[src/rtl/seq_det_pkg.sv]
// Shared defaults, mode encoding and sizing helper for the serial pattern detector.
// Used by seq_detector_param (optional SEQ_DET_PROG_EN build).
package seq_det_pkg;

  localparam int         DEF_PAT_W   = 4;
  localparam logic [3:0] DEF_PATTERN = 4'b1011;
  localparam int         DEF_CNT_W   = 8;

  typedef enum logic {
    SEQ_NONOVL = 1'b0,
    SEQ_OVL    = 1'b1
  } seq_mode_e;

  // Fill must be able to hold the value PAT_W itself, hence the +1.
  function automatic int fill_width(input int pat_w);
    return $clog2(pat_w + 1);
  endfunction

endpackage

[src/rtl/seq_det_sat_cnt.sv]
// Generic saturating up-counter with synchronous clear; a clear and an increment
// on the same edge yield a count of one.
module seq_det_sat_cnt #(
  parameter int WIDTH = 8
) (
  input  logic             clk,
  input  logic             rst,
  input  logic             clr,
  input  logic             inc,
  output logic [WIDTH-1:0] count
);

  localparam logic [WIDTH-1:0] MAX = '1;

  // NOTE: registered state uses non-blocking assignments only, so every flop
  // samples the pre-edge values regardless of block ordering.
  always_ff @(posedge clk) begin
    if (rst) begin
      count <= '0;
    end else if (clr) begin
      count <= inc ? WIDTH'(1) : '0;
    end else if (inc && (count != MAX)) begin
      count <= count + WIDTH'(1);
    end
  end

endmodule

[src/rtl/seq_detector_param.sv]
// Parametrised valid-qualified serial pattern detector with saturating match count.
// Define SEQ_DET_PROG_EN to add a run-time loadable pattern (pat_load/pat_value).
module seq_detector_param
  import seq_det_pkg::*;
#(
  parameter int               PAT_W   = DEF_PAT_W,
  parameter logic [PAT_W-1:0] PATTERN = PAT_W'(DEF_PATTERN),
  parameter int               OVERLAP = 0,
  parameter int               CNT_W   = DEF_CNT_W
) (
  input  logic             clk,
  input  logic             rst,
  input  logic             valid,
  input  logic             data_in,
  input  logic             cnt_clr,
`ifdef SEQ_DET_PROG_EN
  input  logic             pat_load,
  input  logic [PAT_W-1:0] pat_value,
`endif
  output logic             pat_dec,
  output logic [CNT_W-1:0] match_cnt
);

  localparam int                FILL_W    = fill_width(PAT_W);
  localparam logic [FILL_W-1:0] FILL_MAX  = FILL_W'(PAT_W);
  localparam logic [FILL_W-1:0] FILL_LAST = FILL_W'(PAT_W - 1);
  localparam seq_mode_e         MODE      = (OVERLAP != 0) ? SEQ_OVL : SEQ_NONOVL;

  logic [PAT_W-1:0]  hist;
  logic [PAT_W-1:0]  shifted;
  logic [PAT_W-1:0]  pat_act;
  logic [FILL_W-1:0] fill;
  logic              load;
  logic              hit;

`ifdef SEQ_DET_PROG_EN
  logic [PAT_W-1:0] pat_reg;

  always_ff @(posedge clk) begin
    if (rst) begin
      pat_reg <= PATTERN;
    end else if (pat_load) begin
      pat_reg <= pat_value;
    end
  end

  assign load    = pat_load;
  assign pat_act = pat_reg;
`else
  assign load    = 1'b0;
  assign pat_act = PATTERN;
`endif

  // NOTE: every combinational output gets an unconditional assignment, so no
  // latch can be inferred.
  always_comb begin
    shifted = {hist[PAT_W-2:0], data_in};
    hit     = valid && !load && (shifted == pat_act) && (fill >= FILL_LAST);
  end

  // NOTE: reset is synchronous and takes priority over load, valid and clear.
  always_ff @(posedge clk) begin
    if (rst) begin
      hist    <= '0;
      fill    <= '0;
      pat_dec <= 1'b0;
    end else begin
      pat_dec <= hit;
      if (load) begin
        hist <= '0;
        fill <= '0;
      end else if (valid) begin
        hist <= shifted;
        // A non-overlapping hit consumes its bits; overlap keeps fill saturated.
        if (hit && (MODE == SEQ_NONOVL)) begin
          fill <= '0;
        end else if (fill != FILL_MAX) begin
          fill <= fill + FILL_W'(1);
        end
      end
    end
  end

  seq_det_sat_cnt #(
    .WIDTH(CNT_W)
  ) u_match_cnt (
    .clk  (clk),
    .rst  (rst),
    .clr  (cnt_clr),
    .inc  (hit),
    .count(match_cnt)
  );

endmodule

[config.mk]
export PLATFORM = sky130hd
export DESIGN_NAME = seq_detector_param
export DESIGN_NICKNAME = d
export VERILOG_FILES = /design/src/rtl/seq_det_pkg.sv /design/src/rtl/seq_det_sat_cnt.sv /design/src/rtl/seq_detector_param.sv
export SDC_FILE = /design/constraint.sdc
export NUM_CORES = 1
export LEC_CHECK = 0
export CORE_MARGIN = 2
export CORE_UTILIZATION = 53
export DETAILED_ROUTE_END_ITERATION = 12
export GPL_ROUTABILITY_DRIVEN = 0
export GPL_TIMING_DRIVEN = 0
export PLACE_DENSITY = 0.86
export SLEW_MARGIN = 20
export SYNTH_ARGS = -nofsm -noshare
export SYNTH_HDL_FRONTEND = slang
export SYNTH_SLANG_ARGS = --single-unit
[constraint.sdc]
create_clock -name clk -period 3.72 [get_ports clk]
set_input_delay 0.744 -clock clk [delete_from_list [all_inputs] [get_ports clk]]
set_output_delay 0.744 -clock clk [all_outputs]
set_load 0.03 [all_outputs]
# Yosys cells after proc, flatten, opt, wreduce, memory -nomap -nowiden

Index checks and enable logic that the tools add are counted.

Bitwise logic cells: 0
Order comparisons: 1
Reductions and logical operators: 6
Equal/unequal tests: 3
Multiply operators: 0
Mux-type cells: 5
Div/mod/pow operators: 0
Shift-type cells: 0
Add/sub/neg operators: 2

Operators with widths:

| operator                                                          | count |
|---|---|
| 2-to-1 mux 8 bit                                                  | 2 |
| adder 8 x 1 -> 8 bit, second input constant                       | 1 |
| != test 8 bit, second input constant                              | 1 |
| 2-to-1 mux 3 bit                                                  | 2 |
| == test 4 bit, second input constant                              | 1 |
| nonzero test 2 bit                                                | 2 |
| adder 3 x 1 -> 3 bit, second input constant                       | 1 |
| greater-or-equal comparator 3 x 2 -> 1 bit, second input constant | 1 |
| logical AND 1 bit                                                 | 3 |
| != test 3 bit, second input constant                              | 1 |
| AND reduction 2 bit                                               | 1 |
| 2-to-1 mux 1 bit                                                  | 1 |

Register bits: 15
Memories: 0
ROM bits: 0
Output and inout bits: 9
Input bits: 5
Bits in latches: 0
Logic and storage cells: 21
Memory bits (writable): 0

# Logic depth before layout (Yosys ltp)

Gate-level depths: netlist of run 1.

Depth after elaboration: 6
Depth in mapped cells: 7
Depth with buffers taken out: 6

# Modules after synthesis

Synthesis of run 1 repeated with hierarchy kept, for this count alone.

Cell total of the unflattened synthesis: 91
Area total of the unflattened synthesis: 810.8 um^2

By module, submodules not included:

| module             | times used | cells each | sequential area each (um^2) | area an instance (um^2) |
|---|---|---|---|---|
| seq_det_sat_cnt    | 1          | 53         | 160.2                       | 444.2 |
| seq_detector_param | 1          | 38         | 140.1                       | 366.6 |

# Least setup slack after synthesis of run 1

OpenSTA, ideal clock, no wires.

Path type: in2reg
Start point: input port valid
End point: register u_match_cnt.count[5]
Data arrival time: 1.751 ns
Setup time: 0.070 ns
Stages on the path: 5
Slack: 1.899 ns
Path buffers: 1
Required time: 3.650 ns
Cell sequence: and2_4 -> nand4_4 -> buf_6 -> or4_1 -> a21oi_1

Cells in the longest elaborated chain, start to end: 4

RTL lines:

| element                             | line                     | RTL |
|---|---|---|
| start: declaration                  | seq_detector_param.sv:13 | `input logic valid,` |
| logical AND 1 bit (2 in series)     | seq_detector_param.sv:58 | `hit = valid && !load && (shifted == pat_act) && (fill >= FILL_LAST);` |
| logical AND 1 bit                   | seq_det_sat_cnt.sv:22    | `end else if (inc && (count != MAX)) begin` |
| nonzero test 2 bit (no source line) | --                       |  |
| end signal: assignment              | seq_det_sat_cnt.sv:21    | `count <= inc ? WIDTH'(1) : '0;` |
| end signal: assignment              | seq_det_sat_cnt.sv:23    | `count <= count + WIDTH'(1);` |
| end: declaration                    | seq_det_sat_cnt.sv:10    | `output logic [WIDTH-1:0] count` |

No other way between the ends.
A chain may end at the register's enable or synchronous reset.

# Final worst setup path of run 1

Ends and elaborated chain as after synthesis.

==> impl_metrics.env, run 1 <==
export IMPL_status="completed"
export IMPL_via_count=706
export IMPL_insertion_delay_ns=0.28
export IMPL_min_path_type="register to register"
export IMPL_start_util_pct=57.6
export IMPL_syn_num_nets=93
export IMPL_row_count=13
export IMPL_wl_met3_um=93
export IMPL_cts_tree="done"
export IMPL_final_antenna_net_count=0
export IMPL_cts_buffer_depth=2
export IMPL_num_antenna_cells=0
export IMPL_die_y_um=42.1
export IMPL_start_kind="primary input"
export IMPL_end_kind="register"
export IMPL_grt_usage_pct=20.0
export IMPL_rsz0062_at_grt="false"
export IMPL_pin_count=14
export IMPL_finalHoldViolCount=0
export IMPL_numCtsBuffers=3
export IMPL_drt_wl_total_um=1540
export IMPL_synth_area_sq_um=768
export IMPL_yosysWarnings=0
export IMPL_post_cts_setup_buffers=0
export IMPL_hold_buffers=0
export IMPL_yosysSeqAreaShare_pct=39.1
export IMPL_gr_total_overflow=0
export IMPL_antenna_found_initial=0
export IMPL_wl_met1_um=748
export IMPL_cts_max_level=1
export IMPL_grt_pass1_vias=650
export IMPL_finish_utilization_pct=70.7
export IMPL_switchingPower_w=0.0000710
export IMPL_ir_worst_vdd_mv=0.198
export IMPL_worstPathArrival_ns=2.46
export IMPL_drcViolationCount=0
export IMPL_fmax_ghz=0.447
export IMPL_final_cells=116
export IMPL_netlist_instances=84
export IMPL_dpl_hpwl_um=1100
export IMPL_period_minus_slack_ns=2.24
export IMPL_power_w=0.000291
export IMPL_clk_pin_slew_worst_paths_ns=0.09
export IMPL_drtPass1Iterations=4
export IMPL_crit_path_cell_trace="clkdlybuf4s50_1 -> and2_4 -> nand4_4 -> buf_6 -> or4_1 -> a21oi_1"
export IMPL_p_comb_share_pct=9.6
export IMPL_highest_layer="met3"
export IMPL_maxSlewViolCount=0
export IMPL_worstPathRequired_ns=3.94
export IMPL_power_density_nw_per_um2=308
export IMPL_p_leak_nw=0.353
export IMPL_drive_above_1_share_pct=9.90
export IMPL_maxSlewHeadroom_pct=58.7
export IMPL_final_cell_mix="15 x dfxtp_1, 13 x clkdlybuf4s50_1, 9 x nor2_1"
export IMPL_port_buffers=13
export IMPL_dp_cells=112
export IMPL_setup_slack_ns=1.48
export IMPL_period_share_pct=60.2
export IMPL_area_growth_pct=22.8
export IMPL_nNetsFinal=111
export IMPL_dp_slack_ns=1.20
export IMPL_worstMarginPinSlew_ns=0.618
export IMPL_mostFrequentLayoutCell="dfxtp_1"
export IMPL_wire_per_inst_um=13.3
export IMPL_die_w_um=42.1
export IMPL_drv_cap=0
export IMPL_cp_max_fo=10
export IMPL_vias_per_cell=6.09
export IMPL_p_int_w=0.000220
export IMPL_p_clk_share_pct=32.3
export IMPL_grt_pass1_wl_um=2810
export IMPL_p_sw_share_pct=24.4
export IMPL_met2_wirelength_um=695
export IMPL_core_sq_um=1330
export IMPL_cts_resized=0
export IMPL_finalSetupTns_ns=0
export IMPL_grt_max_degree=11
export IMPL_max_stage_delay_ns=0.58
export IMPL_critPathKind="primary input to register"
export IMPL_synthDistinctLibCells=31
export IMPL_die_area_sq_um=1770
export IMPL_fin_worst_skew_ns=0.00186
export IMPL_avgSynthCellArea_sq_um=9.15
export IMPL_finalSetupViolCount=0
export IMPL_drt_iter0_markers=35
export IMPL_synth_seq_cells=15
export IMPL_seqPwrFrac_pct=58.1
export IMPL_slowest_stage="clkdlybuf4s50_1"
export IMPL_cts_root_buf="clkbuf_4"
export IMPL_cts_sink_count=15
worst max-delay path: cells and delay by family:
kind / cells / cell delay (ns)
AOI/OAI and AO/OA: 1 / 0.15
buffers and inverters: 2 / 0.75
and+or+nand+nor: 3 / 0.81
area by class of cell:
class                           count  area, sq um
Multi-Input combinational cell     63          438
Fill cell                         108          390
Sequential cell                    15          300
Timing Repair Buffer               13          130
Clock buffer                        4         26.3
Tap cell                           15         18.8
Buffer                              2         15.0
Inverter                            4         15.0
per-layer routing:
metal | GRT usage [%] | vias to the layer above
met4 | 3.75 | 0
met5 | 0 | -
li1 | - | 354
met2 | 30.6 | 30
met3 | 5.60 | 0
met1 | 28.3 | 322
worst paths after layout:
path / cells past startpoint / slack [ns] / end / from
hold / removal: 2 / 0.50 / hist[2] / hist[2]
setup / recovery: 6 / 1.48 / u_match_cnt.count[5] / valid
hold reg to reg: 2 / 0.50 / hist[2] / hist[2]
setup reg to reg: 7 / 1.85 / u_match_cnt.count[5] / fill[0]
logic make-up after synthesis:
family / share of synthesized area, %
AND/OR/NAND/NOR: 29.3
AO/OA/AOI/OAI: 17.3
flip-flops: 39.1
buffers and inverters: 3.91
adder cells (fa/ha/maj): 6.51
multiplexers: 3.91
sequential cells by signal, indices dropped and copies added (netlist names):
signal	flops
pat_dec	1
u_match_cnt.count	8
hist	3
fill	3
through the flow:
step / area (sq um) / hold slack [ns]
2_1_floorplan: 768 / 0.452
3_3_place_gp: 917 / 0.468
3_5_place_dp: 917 / 0.483
4_1_cts: 943 / 0.504
5_1_grt: 943 / 0.529
6_report: 943 / 0.496
power groups by stage:
stage / Clock, W / Sequential, W / Combinational [W]
final: 0.0000940 / 0.000169 / 0.0000279
after global placement: 0 / 0.000172 / 0.0000268
after detailed placement: 0 / 0.000173 / 0.0000278
after global routing: 0.000104 / 0.000170 / 0.0000319
after floorplan: 0 / 0.000172 / 0.0000188
after CTS: 0.0000936 / 0.000169 / 0.0000281
synthesized netlist by cell type:
library cell / count / area (sq um)
a211o_1: 1 / 8.76
a211oi_1: 1 / 7.51
a21o_1: 1 / 7.51
a21oi_1: 6 / 30.0
a32o_1: 1 / 10.0
and2_4: 1 / 8.76
and3_1: 1 / 6.26
and4_1: 1 / 8.76
and4_2: 1 / 10.0
buf_6: 1 / 11.3
clkbuf_1: 1 / 3.75
dfxtp_1: 15 / 300
ha_1: 4 / 50.1
inv_1: 4 / 15.0
mux2i_1: 3 / 30.0
nand2_1: 5 / 18.8
nand3_1: 5 / 25.0
nand4_1: 1 / 6.26
nand4_4: 1 / 21.3
nand4b_1: 2 / 17.5
nor2_1: 9 / 33.8
nor2b_1: 1 / 6.26
nor3_1: 1 / 5.00
nor4_1: 1 / 6.26
o21a_1: 1 / 7.51
o21bai_1: 1 / 7.51
o2bb2ai_1: 1 / 8.76
o31ai_1: 6 / 45.0
or2_2: 2 / 12.5
or3b_2: 1 / 8.76
or4_1: 4 / 30.0
Power figures use the tool's default switching activity.
==> run 2, diff against run 1 <==
--- a/config.mk
+++ b/config.mk
@@ -6,11 +6,11 @@
 export NUM_CORES = 1
 export LEC_CHECK = 0
 export CORE_MARGIN = 2
-export CORE_UTILIZATION = 53
+export CORE_UTILIZATION = 49
 export DETAILED_ROUTE_END_ITERATION = 12
 export GPL_ROUTABILITY_DRIVEN = 0
 export GPL_TIMING_DRIVEN = 0
-export PLACE_DENSITY = 0.86
+export PLACE_DENSITY = 0.8
 export SLEW_MARGIN = 20
 export SYNTH_ARGS = -nofsm -noshare
 export SYNTH_HDL_FRONTEND = slang
==> constraint.sdc (replaced) <==
create_clock -name clk -period 2.3 [get_ports clk]
set_input_delay 0.46 -clock clk [delete_from_list [all_inputs] [get_ports clk]]
set_output_delay 0.46 -clock clk [all_outputs]
set_load 0.03 [all_outputs]
==> impl_metrics.env, run 2 (same netlist as run 1, synthesis figures left out) <==
export IMPL_rrSetupSlack_ns=0.42
export IMPL_post_cts_setup_buffers=0
export IMPL_crit_cells=6
export IMPL_top_register="u_match_cnt.count"
export IMPL_fin_worst_skew_ns=0.00169
export IMPL_reg2reg_depth=7
export IMPL_multiInputGateArea_sq_um=438
export IMPL_power_density_nw_per_um2=503
export IMPL_status="completed"
export IMPL_period_share_pct=85.3
export IMPL_wire_per_inst_um=13.6
export IMPL_cts_tree="done"
export IMPL_fmax_ghz=0.510
export IMPL_dpl_cell_area_sq_um=918
export IMPL_slowest_stage="clkdlybuf4s50_1"
export IMPL_critPathKind="primary input to register"
export IMPL_top_regs="u_match_cnt.count (8), fill (3), hist (3)"
export IMPL_min_path_type="register to register"
export IMPL_worstPathRequired_ns=2.52
export IMPL_crit_start="valid"
export IMPL_finish_utilization_pct=63.4
export IMPL_insertion_delay_ns=0.28
export IMPL_start_kind="primary input"
export IMPL_cts_buffer_depth=2
export IMPL_maxSlewViolCount=0
export IMPL_cp_endpoint="u_match_cnt.count[5]"
export IMPL_maxSlewHeadroom_pct=62.3
export IMPL_power_w=0.000475
export IMPL_grt_pass1_vias=611
export IMPL_final_antenna_net_count=0
export IMPL_via_count=695
export IMPL_mostFrequentLayoutCell="dfxtp_1"
export IMPL_r2r_end="u_match_cnt.count[5]"
export IMPL_hold_buffers=0
export IMPL_pin_count=14
export IMPL_drv_cap=0
export IMPL_finalHoldViolCount=0
export IMPL_nNetsFinal=111
export IMPL_largest_reg_flops=8
export IMPL_drive_above_1_share_pct=9.90
export IMPL_end_kind="register"
export IMPL_grt_max_degree=11
export IMPL_die_w_um=43.6
export IMPL_rsz0062_at_grt="false"
export IMPL_gr_total_overflow=0
export IMPL_area_growth_pct=23.0
export IMPL_cts_sink_count=15
export IMPL_cp_max_fo=10
export IMPL_row_count=14
export IMPL_p_leak_nw=0.353
export IMPL_finalSetupViolCount=0
export IMPL_whs_ns=0.500
export IMPL_ir_worst_vdd_mv=0.386
export IMPL_die_y_um=43.6
export IMPL_clk_pin_slew_worst_paths_ns=0.09
export IMPL_finalSetupTns_ns=0
export IMPL_dpl_hpwl_um=1130
export IMPL_r2r_start="fill[0]"
export IMPL_drtPass1Iterations=4
export IMPL_numCtsBuffers=3
export IMPL_die_area_sq_um=1900
export IMPL_crit_family="simple AND/OR/NAND/NOR gates"
export IMPL_grt_usage_pct=18.2
export IMPL_n_fill_cell=135
export IMPL_core_sq_um=1490
export IMPL_final_cell_mix="15 x dfxtp_1, 13 x clkdlybuf4s50_1, 9 x nor2_1"
export IMPL_drcViolationCount=0
export IMPL_drt_wl_total_um=1590
export IMPL_port_buffers=13
export IMPL_vias_per_cell=5.94
export IMPL_cts_max_level=1
export IMPL_cts_root_buf="clkbuf_4"
export IMPL_num_antenna_cells=0
export IMPL_period_minus_slack_ns=1.96
export IMPL_final_area_sq_um=945
export IMPL_antenna_found_initial=0
export IMPL_worstPathArrival_ns=2.18
export IMPL_drt_iter0_markers=14
export IMPL_crit_path_cell_trace="clkdlybuf4s50_1 -> and2_4 -> nand4_4 -> buf_6 -> or4_1 -> a21oi_1"
export IMPL_cts_resized=0
export IMPL_start_util_pct=51.6
export IMPL_crit_buf_inv=2
export IMPL_grt_pass1_wl_um=2630
export IMPL_worstMarginPinSlew_ns=0.563
export IMPL_max_stage_delay_ns=0.58
export IMPL_seq_area_sq_um=300
-- run 2: cell counts in the layout (fill, tap and decap cells not counted) --
No cell type changed its count.
-- run 2: cell type report --
class,count,area share (%)
Clock buffer,4,2.78
Buffer,2,1.59
Multi-Input combinational cell,63,46.4
Tap cell,16,2.12
Sequential cell,15,31.8
Inverter,4,1.59
Timing Repair Buffer,13,13.8
-- run 2: layer usage --
layer | vias up | track usage, % | part of all wire, %
met5 | - | 0 | 0
met4 | 0 | 5.45 | 0
met3 | 0 | 2.92 | 3.3
met2 | 11 | 29.7 | 47
met1 | 334 | 24.9 | 50
li1 | 350 | - | -
-- run 2: worst reg2reg max path, stage by stage, from the launching register on --
cell and delay (ns):
dfxtp_1 0.40, ha_1 0.17, ha_1 0.14, a211o_1 0.15, nand4_4 0.14, buf_6 0.17, or4_1 0.49, a21oi_1 0.14
-- run 2: worst min path at each step --
stage / slack [ns] / cells after the start / endpoint / start
after floorplan: 0.45 / 2 / hist[2] / hist[2]
after global placement: 0.47 / 2 / hist[2] / hist[2]
after detailed placement: 0.48 / 2 / hist[2] / hist[2]
after CTS: 0.50 / 2 / hist[2] / hist[2]
after global routing: 0.56 / 2 / u_match_cnt.count[7] / u_match_cnt.count[7]
final: 0.50 / 2 / hist[2] / hist[2]
-- run 2: power by group --
part / internal [W] / switching [W]
sequential: 0.000267 / 0.00000750
clock: 0.0000673 / 0.0000886
combinational: 0.0000217 / 0.0000236
total: 0.000356 / 0.000120
-- run 2: through the flow --
step           instances  worst slack, ns
2_1_floorplan         84            0.597
5_1_grt              117            0.263
6_report             117            0.338
3_3_place_gp         113           0.0712
3_5_place_dp         113           0.0580
4_1_cts              117            0.349
==> run 3, diff against run 2 <==
--- a/config.mk
+++ b/config.mk
@@ -7,6 +7,7 @@
 export LEC_CHECK = 0
 export CORE_MARGIN = 2
 export CORE_UTILIZATION = 49
+export CTS_CLUSTER_DIAMETER = 30
 export DETAILED_ROUTE_END_ITERATION = 12
 export GPL_ROUTABILITY_DRIVEN = 0
 export GPL_TIMING_DRIVEN = 0
@@ -15,3 +16,4 @@
 export SYNTH_ARGS = -nofsm -noshare
 export SYNTH_HDL_FRONTEND = slang
 export SYNTH_SLANG_ARGS = --single-unit
+export TNS_END_PERCENT = 50
==> results of run 3 <==
Final layout, timing and power as in run 2 (identical DEF).
